**src/rtl/core_run_ctrl_if.sv**
```systemverilog
// core_run_ctrl_if: control/status bundle between the run controller and its user.
//   master modport: drives buttons, pc and breakpoint; observes core_en/state/count.
//   slave modport : the run controller itself.
// Signals:
//   run_btn, step_btn, halt_btn  raw asynchronous buttons (rising edge = request)
//   pc [31:0]                    address of the next instruction
//   bp_addr [31:0], bp_valid     breakpoint address and arm flag
//   core_en                      one-cycle instruction enable
//   state [1:0]                  00 HALTED, 01 RUN, 10 STEP, 11 BREAK
//   halted_bp                    high while stopped at the breakpoint
//   retired_count [CNT_W-1:0]    number of cycles core_en was high
interface core_run_ctrl_if #(
    parameter int unsigned CNT_W = 32
);
    logic             run_btn;
    logic             step_btn;
    logic             halt_btn;
    logic [31:0]      pc;
    logic [31:0]      bp_addr;
    logic             bp_valid;
    logic             core_en;
    logic [1:0]       state;
    logic             halted_bp;
    logic [CNT_W-1:0] retired_count;

    modport master (
        output run_btn, step_btn, halt_btn, pc, bp_addr, bp_valid,
        input  core_en, state, halted_bp, retired_count
    );

    modport slave (
        input  run_btn, step_btn, halt_btn, pc, bp_addr, bp_valid,
        output core_en, state, halted_bp, retired_count
    );
endinterface

```
**src/rtl/core_run_ctrl.sv**
```systemverilog
// core_run_ctrl: execution sequencer for the single-cycle core. Turns run/step/halt buttons
// into a registered one-cycle core_en: free-running at one instruction per TICK_DIV clocks,
// single-step, or halted. Counts retired instructions.
// Optional PC breakpoint, enabled by defining CORE_RUN_CTRL_BREAKPOINT_EN.
// Ports:
//   clk    system clock
//   reset  asynchronous, active-high reset
//   bus    core_run_ctrl_if.slave (buttons, pc, breakpoint in; core_en, state,
//          halted_bp, retired_count out)
module core_run_ctrl #(
    parameter int unsigned TICK_DIV    = 50_000_000,
    parameter int unsigned CNT_W       = 32,
    parameter int unsigned SYNC_STAGES = 2
) (
    input  logic           clk,
    input  logic           reset,
    core_run_ctrl_if.slave bus
);

    localparam int unsigned TICK_W = (TICK_DIV > 1) ? $clog2(TICK_DIV) : 1;
    localparam logic [TICK_W-1:0] TICK_LAST = TICK_W'(TICK_DIV - 1);

    typedef enum logic [1:0] {
        StHalted = 2'b00,
        StRun    = 2'b01,
        StStep   = 2'b10,
        StBreak  = 2'b11
    } state_e;

    // Button synchronizers: bit 0 run, bit 1 step, bit 2 halt.
    // Reset to all ones so a button held through reset produces no edge.
    logic [2:0] btn_raw;
    logic [2:0] sync_q [SYNC_STAGES];
    logic [2:0] prev_q;
    logic [2:0] pulse;
    logic       run_p, step_p, halt_p;

    assign btn_raw = {bus.halt_btn, bus.step_btn, bus.run_btn};

    always_ff @(posedge clk or posedge reset) begin
        if (reset) begin
            for (int i = 0; i < SYNC_STAGES; i++) sync_q[i] <= '1;
            prev_q <= '1;
        end else begin
            sync_q[0] <= btn_raw;
            for (int i = 1; i < SYNC_STAGES; i++) sync_q[i] <= sync_q[i-1];
            prev_q <= sync_q[SYNC_STAGES-1];
        end
    end

    assign pulse  = sync_q[SYNC_STAGES-1] & ~prev_q;
    assign run_p  = pulse[0];
    assign step_p = pulse[1];
    assign halt_p = pulse[2];

    state_e           state_q, state_d;
    logic [TICK_W-1:0] tick_q, tick_d;
    logic             core_en_q, core_en_d;
    logic [CNT_W-1:0] count_q;
    logic             bp_hit;

`ifdef CORE_RUN_CTRL_BREAKPOINT_EN
    // skip lets the instruction sitting on the breakpoint execute once after resuming.
    logic skip_q, skip_d;
    assign bp_hit = bus.bp_valid && (bus.pc == bus.bp_addr) && !skip_q;
`else
    assign bp_hit = 1'b0;
`endif

    always_comb begin
        state_d   = state_q;
        tick_d    = tick_q;
        core_en_d = 1'b0;
`ifdef CORE_RUN_CTRL_BREAKPOINT_EN
        skip_d    = skip_q;
`endif
        unique case (state_q)
            StHalted: begin
                // halt > run > step; halt here simply swallows the others
                if (!halt_p) begin
                    if (run_p) begin
                        state_d = StRun;
                        tick_d  = '0;
                    end else if (step_p) begin
                        state_d   = StStep;
                        core_en_d = 1'b1;
                    end
                end
            end
            StStep: begin
                state_d = StHalted;
            end
            StRun: begin
                if (halt_p) begin
                    state_d = StHalted;
                    tick_d  = '0;
`ifdef CORE_RUN_CTRL_BREAKPOINT_EN
                    skip_d  = 1'b0;
`endif
                end else if (tick_q == TICK_LAST) begin
                    tick_d = '0;
                    if (bp_hit) begin
                        state_d = StBreak;
                    end else begin
                        core_en_d = 1'b1;
`ifdef CORE_RUN_CTRL_BREAKPOINT_EN
                        skip_d    = 1'b0;
`endif
                    end
                end else begin
                    tick_d = tick_q + 1'b1;
                end
            end
            StBreak: begin
`ifdef CORE_RUN_CTRL_BREAKPOINT_EN
                if (halt_p) begin
                    state_d = StHalted;
                    skip_d  = 1'b0;
                end else if (run_p) begin
                    state_d = StRun;
                    tick_d  = '0;
                    skip_d  = 1'b1;
                end else if (step_p) begin
                    state_d   = StStep;
                    core_en_d = 1'b1;
                end
`else
                state_d = StHalted;
`endif
            end
            default: state_d = StHalted;
        endcase
    end

    always_ff @(posedge clk or posedge reset) begin
        if (reset) begin
            state_q   <= StHalted;
            tick_q    <= '0;
            core_en_q <= 1'b0;
            count_q   <= '0;
        end else begin
            state_q   <= state_d;
            tick_q    <= tick_d;
            core_en_q <= core_en_d;
            count_q   <= count_q + CNT_W'(core_en_q);
        end
    end

`ifdef CORE_RUN_CTRL_BREAKPOINT_EN
    always_ff @(posedge clk or posedge reset) begin
        if (reset) skip_q <= 1'b0;
        else       skip_q <= skip_d;
    end
    assign bus.halted_bp = (state_q == StBreak);
`else
    assign bus.halted_bp = 1'b0;
`endif

    assign bus.core_en       = core_en_q;
    assign bus.state         = state_q;
    assign bus.retired_count = count_q;

endmodule

```
**src/flat_wrapper.sv**
```systemverilog
// flat-port wrapper written by rule: the top's interface ports become plain ports
module core_run_ctrl_flat 
#(
    parameter int unsigned TICK_DIV    = 50_000_000,
    parameter int unsigned CNT_W       = 32,
    parameter int unsigned SYNC_STAGES = 2
)
  (clk, reset, bus_run_btn, bus_step_btn, bus_halt_btn, bus_pc, bus_bp_addr, bus_bp_valid, bus_core_en, bus_state, bus_halted_bp, bus_retired_count);
  core_run_ctrl_if #(.CNT_W(CNT_W)) bus_i ();
  input  logic clk;
  input  logic reset;
  input wire logic [$bits(bus_i.run_btn)-1:0] bus_run_btn;
  input wire logic [$bits(bus_i.step_btn)-1:0] bus_step_btn;
  input wire logic [$bits(bus_i.halt_btn)-1:0] bus_halt_btn;
  input wire logic [$bits(bus_i.pc)-1:0] bus_pc;
  input wire logic [$bits(bus_i.bp_addr)-1:0] bus_bp_addr;
  input wire logic [$bits(bus_i.bp_valid)-1:0] bus_bp_valid;
  output wire logic [$bits(bus_i.core_en)-1:0] bus_core_en;
  output wire logic [$bits(bus_i.state)-1:0] bus_state;
  output wire logic [$bits(bus_i.halted_bp)-1:0] bus_halted_bp;
  output wire logic [$bits(bus_i.retired_count)-1:0] bus_retired_count;
  assign bus_i.run_btn = bus_run_btn;
  assign bus_i.step_btn = bus_step_btn;
  assign bus_i.halt_btn = bus_halt_btn;
  assign bus_i.pc = bus_pc;
  assign bus_i.bp_addr = bus_bp_addr;
  assign bus_i.bp_valid = bus_bp_valid;
  assign bus_core_en = bus_i.core_en;
  assign bus_state = bus_i.state;
  assign bus_halted_bp = bus_i.halted_bp;
  assign bus_retired_count = bus_i.retired_count;
  core_run_ctrl #(.TICK_DIV(TICK_DIV), .CNT_W(CNT_W), .SYNC_STAGES(SYNC_STAGES)) u_core (.clk(clk), .reset(reset), .bus(bus_i));
endmodule
```
**config.mk**
```make
export PLATFORM = sky130hd
export DESIGN_NAME = core_run_ctrl_flat
export DESIGN_NICKNAME = d
export VERILOG_FILES = /design/src/rtl/core_run_ctrl_if.sv /design/src/rtl/core_run_ctrl.sv /design/src/flat_wrapper.sv
export SDC_FILE = /design/constraint.sdc
export NUM_CORES = 1
export LEC_CHECK = 0
export CORE_ASPECT_RATIO = 1.1
export CORE_MARGIN = 5
export CORE_UTILIZATION = 42
export CTS_BUF_LIST = sky130_fd_sc_hd__clkbuf_16
export CTS_CLUSTER_SIZE = 14
export DETAILED_ROUTE_END_ITERATION = 8
export PLACE_DENSITY = 0.77
export REMOVE_ABC_BUFFERS = 1
export SYNTH_ARGS = -nofsm -noshare
export SYNTH_HDL_FRONTEND = slang
export SYNTH_SLANG_ARGS = --single-unit
```
**constraint.sdc**
```tcl
create_clock -name clk -period 2.3 [get_ports clk]
set_clock_uncertainty 0.15 [all_clocks]
set_input_delay 0.46 -clock clk [delete_from_list [all_inputs] [get_ports clk]]
set_output_delay 0.46 -clock clk [all_outputs]
set_load 0.05 [all_outputs]
```
**Word level (Yosys, flattened, before mapping)**

Cells that the tools add are included.

- $add $sub $neg: 2
- Reduce and logical (&&, ||, !) cells: 5
- Equal/unequal tests: 8
- Multiplexer cells: 16
- Bitwise operators: 2

Operator list:

| cell | count |
|---|---|
| 26-bit two-way mux | 4 |
| 26-bit case mux with 2 select lines | 1 |
| 32-bit by 1-bit adder with 32-bit output | 1 |
| 26-bit by 1-bit adder with 26-bit output (second input constant) | 1 |
| 26-bit == test (second input constant) | 1 |
| 2-bit two-way mux | 4 |
| 2-bit case mux with 3 select lines | 1 |
| 3-bit AND reduction | 2 |
| 1-bit two-way mux | 5 |
| 2-bit == test (second input constant) | 2 |
| 2-bit by 1-bit != test with 1-bit output (second input constant) | 2 |
| 3-bit bitwise AND | 1 |
| 3-bit by 1-bit != test with 1-bit output (second input constant) | 1 |
| 3-bit inverter | 1 |
| 2-bit by 1-bit == test with 1-bit output (second input constant) | 1 |
| 2-bit logical NOT | 1 |
| 2-bit != test (second input constant) | 1 |
| 1-bit case mux with 2 select lines | 1 |
| 2-bit nonzero test | 1 |
| 2-bit OR reduction | 1 |

- Output and inout port bits: 36
- Input bits: 70
- Logic and storage cells: 40
- Flip-flop bits (word level): 70

**Depth between registers and ports, before layout**

- Depth after elaboration: 6
- Mapped depth: 9
- Depth with buffers taken out: 6

**Least setup slack after synthesis**

OpenSTA, ideal clock, no wires.

- Path type: flip-flop to flip-flop
- Start: register u_core.count_q[9] (netlist: u_core.bus.retired_count[9])
- End: register u_core.count_q[26] (netlist: u_core.bus.retired_count[26])
- Data required time: 2.008 ns
- Path buffers: 0
- Library setup time: 0.142 ns
- Stages on the path, launching flop included: 6
- Slack: 0.138 ns
- Arrival: 1.870 ns
- Path through: dfrtp_1 -> nand3_1 -> or3_4 -> nor3_4 -> nand3_1 -> xnor2_1

- Longest elaborated chain between the ends: 1

RTL lines:

| what | RTL line | text |
|---|---|---|
| from (decl) | core_run_ctrl.sv:59 | `logic [CNT_W-1:0] count_q;` |
| from (signal assigned) | core_run_ctrl.sv:145 | `count_q <= count_q + CNT_W'(core_en_q);` |
| 32-bit by 1-bit adder with 32-bit output | core_run_ctrl.sv:145 |  |

No other way between the ends.
A chain may end at the register's enable or synchronous reset.

**Worst setup path after layout**

- Start: register u_core.count_q[6] (netlist: u_core.bus.retired_count[6])
- End: output port bus_retired_count[6]

RTL lines:

| what | RTL line | text |
|---|---|---|
| to (decl) | flat_wrapper.sv:21 | `output wire logic [$bits(bus_i.retired_count)-1:0] bus_retired_count;` |

No word-level cell between the ends.

==> impl_results.md <==
- Status: complete, no violations
- Reg clk slew, reported paths: 0.05 ns
- Worst vdd ir: approximately 0.00043 V
- Cell breakdown of the critical path: clkdlybuf4s50_1
- Final Cell Area: 4148 um^2
- TritonCTS clock tree: done
- Synth area leaders: dfrtp_1 46%, xnor2_1 7.7%, dfstp_2 7.2%, nand3_1 4.1%, xor2_1 3.2%
- Floorplan core area: 7556 um^2
- Net Sw Frac: 0.2802
- CP Class: flop to output port
- Number of global-route vias before repair: 2498
- Met2 WL: 3257 um
- WP data arrival: 1.61 ns
- CP delay by family, top: buffers and inverters
- Max-slew headroom: 0.6594
- Vias: 2477
- DR top layer: met4
- CP max FO: 5
- Slew @ Worst Pin: 0.5100 ns
- Pin count of the biggest net entering global routing: 29
- Reg2Reg Depth: 6
- Worst skew pair latency: 0.33 ns
- Synth top area share: 0.4639
- Pre-CTS WS: 0.1514 ns
- Row cnt: 33
- Crit end category: output port
- Pint: 2.171 mW
- Initial DRT Pass Iterations: 4
- Top_reg_cell synth: dfrtp_1
- Num ports: 106
- Crit. path cell count: 1
- Clk sink count: 70
- Setup violators final: 0
- Final core occ: 0.5489
- GP Congestion: between 0.9 and 1
- WL per Instance: ~14 um
- Leak: 1.804 nW
- # diodes: 0
- Final ANT Viol Nets: 0
- Hold Vio Cnt, Final: 0
- RSZ-0062 raised after global routing: false
- Bufs and invs on worst path: 1
- Dpl cell area: 3881 um^2
- Final period utilization: 0.9661
- Synth-to-Final Area Change: 26.05%
- Die Wd: 94.40 um
- Fraction of layout cells with a size suffix above 1: 0.1475
- Fillcell total: 651
- Critical path startpoint category: flop
- Met3 routed WL: 360 um
- Final min period: 2.222 ns
- Pwr Density: 727.1 nW/um^2
- Yosys warns: 0
- Netlist cell types: 42
- Hold Path Stages: 0
- Combinational power share: 0.137
- Max_cap viols: 0
- Area leader, netlist: dfrtp_1
- Synthesized area per cell: 10.68 um^2
- First-pass GRT wire length: about 11000 um
- Fmax: 450.0 MHz
- DP HPWL: around 4800 um
- Asr flop ratio synth: 1.000
- Final Max Tran Viols: 0
- IO buf count: 39
- CTS buffer count: 9
- Gr usage total: 0.1514
- Min-delay worst type: flop to flop
- Post-route setup slack: 0.07791 ns
- Worst EP required: 1.69 ns
- Clock buffer depth: 2
- Synth Instances: a little over 300
- Synth Cell Area: 3291 um^2
- Initial DRC count: 150
- Clock share of power: 0.407
- Gr ovfl total: 0
- Cts-stage hold buffer count: 0
- Starting Density: 0.4355
- Routed WL: 6556 um
- Critical-path top delay cell: clkdlybuf4s50_1
- Sequential share of power: 0.456
- Number of H-tree levels: 3
- Die height: 102.8 um
- Register area share after synthesis: 0.5357
- Post-synth EDFFs: 0
- Yosys reg bits: 70
- CP max stage delay: 0.84 ns
- Layout Nets: 435
- Met1 WL: 2857 um
- Final non-filler cell total: 471
- DR DRC count: 0
- Die Area: 9707 um^2
- Routed vias/inst: 5.259
- Initial antenna violation count: 0
- Clock root buffer: clkbuf_16
- Placed Cells: 456
- Sw Pwr: approximately 0.85 mW
## metal layers
layer	global-route usage	vias to the layer above
met3	0.04161	10
met1	0.1773	1208
met5	0	-
li1	-	1196
met2	0.2598	63
met4	0.06889	0
## cell usage after synthesis (3+ instances only)
master,n
dfrtp_1,61
nand4_1,13
nand2b_1,3
ha_1,3
o21ai_0,10
and2_1,4
nor2_1,23
inv_1,5
xnor2_1,29
clkbuf_1,3
xor2_1,12
a21oi_1,7
a21o_1,4
nand2_1,21
and4_1,7
nor4_1,9
a31oi_1,4
nor3_1,9
a22o_1,5
and3_1,11
dfstp_2,9
buf_2,5
nand3_1,27
## power by group through the flow
stage | Clock, mW | Combinational (mW) | Sequential [mW]
final | 1.23 | 0.414 | 1.37
after global routing | 1.32 | 0.447 | 1.39
after CTS | 1.25 | 0.418 | 1.37
after detailed placement | 0 | 0.416 | 1.40
after global placement | 0 | 0.408 | 1.39
after floorplan | 0 | 0.137 | 1.50
## what timing repair did
item	CTS	global route
setup endpoints to repair	0	2
setup buffers	0	0
resized for setup	0	2
## flip-flops by register name, indices dropped and copies added (netlist names)
signal,flops
u_core.bus.state,2
u_core.prev_q,3
u_core.bus.retired_count,32
u_core.sync_q,6
u_core.tick_q,26
u_core.bus.core_en,1
## cell families (layout without fill, tap and decap cells)
| group | after synthesis | count (layout) | synth area share |
|---|---|---|---|
| AOI/OAI and AO/OA | 35 | 35 | 0.06844 |
| DFF | 70 | 70 | 0.5357 |
| buffers and inverters | 17 | 75 | 0.02813 |
| xor gates and xnor gates | 41 | 41 | 0.1091 |
| and+or+nand+nor | 140 | 140 | 0.2430 |
| muxes | 1 | 1 | 0.003042 |
| other | 1 | 1 | 0.001140 |
| adders and majority gates | 3 | 3 | 0.01141 |
## worst reg2reg max path, stage by stage (launching register included)
cell and delay, ns:
dfrtp_1 0.45, nor4b_2 0.43, nand4_4 0.16, o21ba_2 0.34, buf_4 0.20, a21oi_1 0.13, o22ai_1 0.10
## metrics by stage
| step | power, mW | TNS, ns | hold WS, ns |
|---|---|---|---|
| 6_report | 3.016 | 0 | 0.2059 |
| 5_1_grt | 3.154 | 0 | 0.2110 |
| 4_1_cts | 3.047 | 0 | 0.2064 |
| 3_5_place_dp | 1.812 | 0 | 0.1987 |
| 3_3_place_gp | 1.798 | 0 | 0.1962 |
| 2_1_floorplan | 1.641 | -3.863 | 0.1952 |
## layout by cell type, fill, tap and decap left out, types with 4 or more instances in the layout
cell type        Yosys  routed
xor2_1              12      12
nand4_1             13      13
inv_1                5       4
and2_1               4       4
a21o_1               4       4
xnor2_1             29      29
nand3_1             27      27
nor4_1               9       9
dfrtp_1             61      61
nand2_1             21      21
a22o_1               5       5
nor3_1               9       9
a31oi_1              4       4
clkdlybuf4s50_1      0      37
o21ai_0             10      10
a21oi_1              7       7
and4_1               7       7
nor2_1              23      23
buf_4                2      15
and3_1              11      11
clkbuf_16            0       9
dfstp_2              9       9
## cell type report
type / count / area (um^2) / area share
repair buffers: 55 / 535.5 / 0.1291
clock buffers: 9 / 225.2 / 0.05430
inverters: 5 / 18.77 / 0.004525
multi-input cells: 221 / 1435 / 0.3460
flip-flops and latches: 70 / 1763 / 0.4250
well taps: 105 / 131.4 / 0.03167
clock inverters: 6 / 38.79 / 0.009351
## path summary, 6_finish.rpt
check | startpoint | end | slack [ns]
max | u_core.bus.retired_count[6] | bus_retired_count[6] | 0.08
min | u_core.sync_q[5] | u_core.sync_q[2] | 0.21
max reg2reg | u_core.tick_q[9] | u_core.tick_q[5] | 0.22
min reg2reg | u_core.sync_q[5] | u_core.sync_q[2] | 0.21
max in group asynchronous | reset | u_core.sync_q[5] | 1.14
min in group asynchronous | reset | u_core.bus.retired_count[28] | 0.30
(Power assumes the default switching activity.)
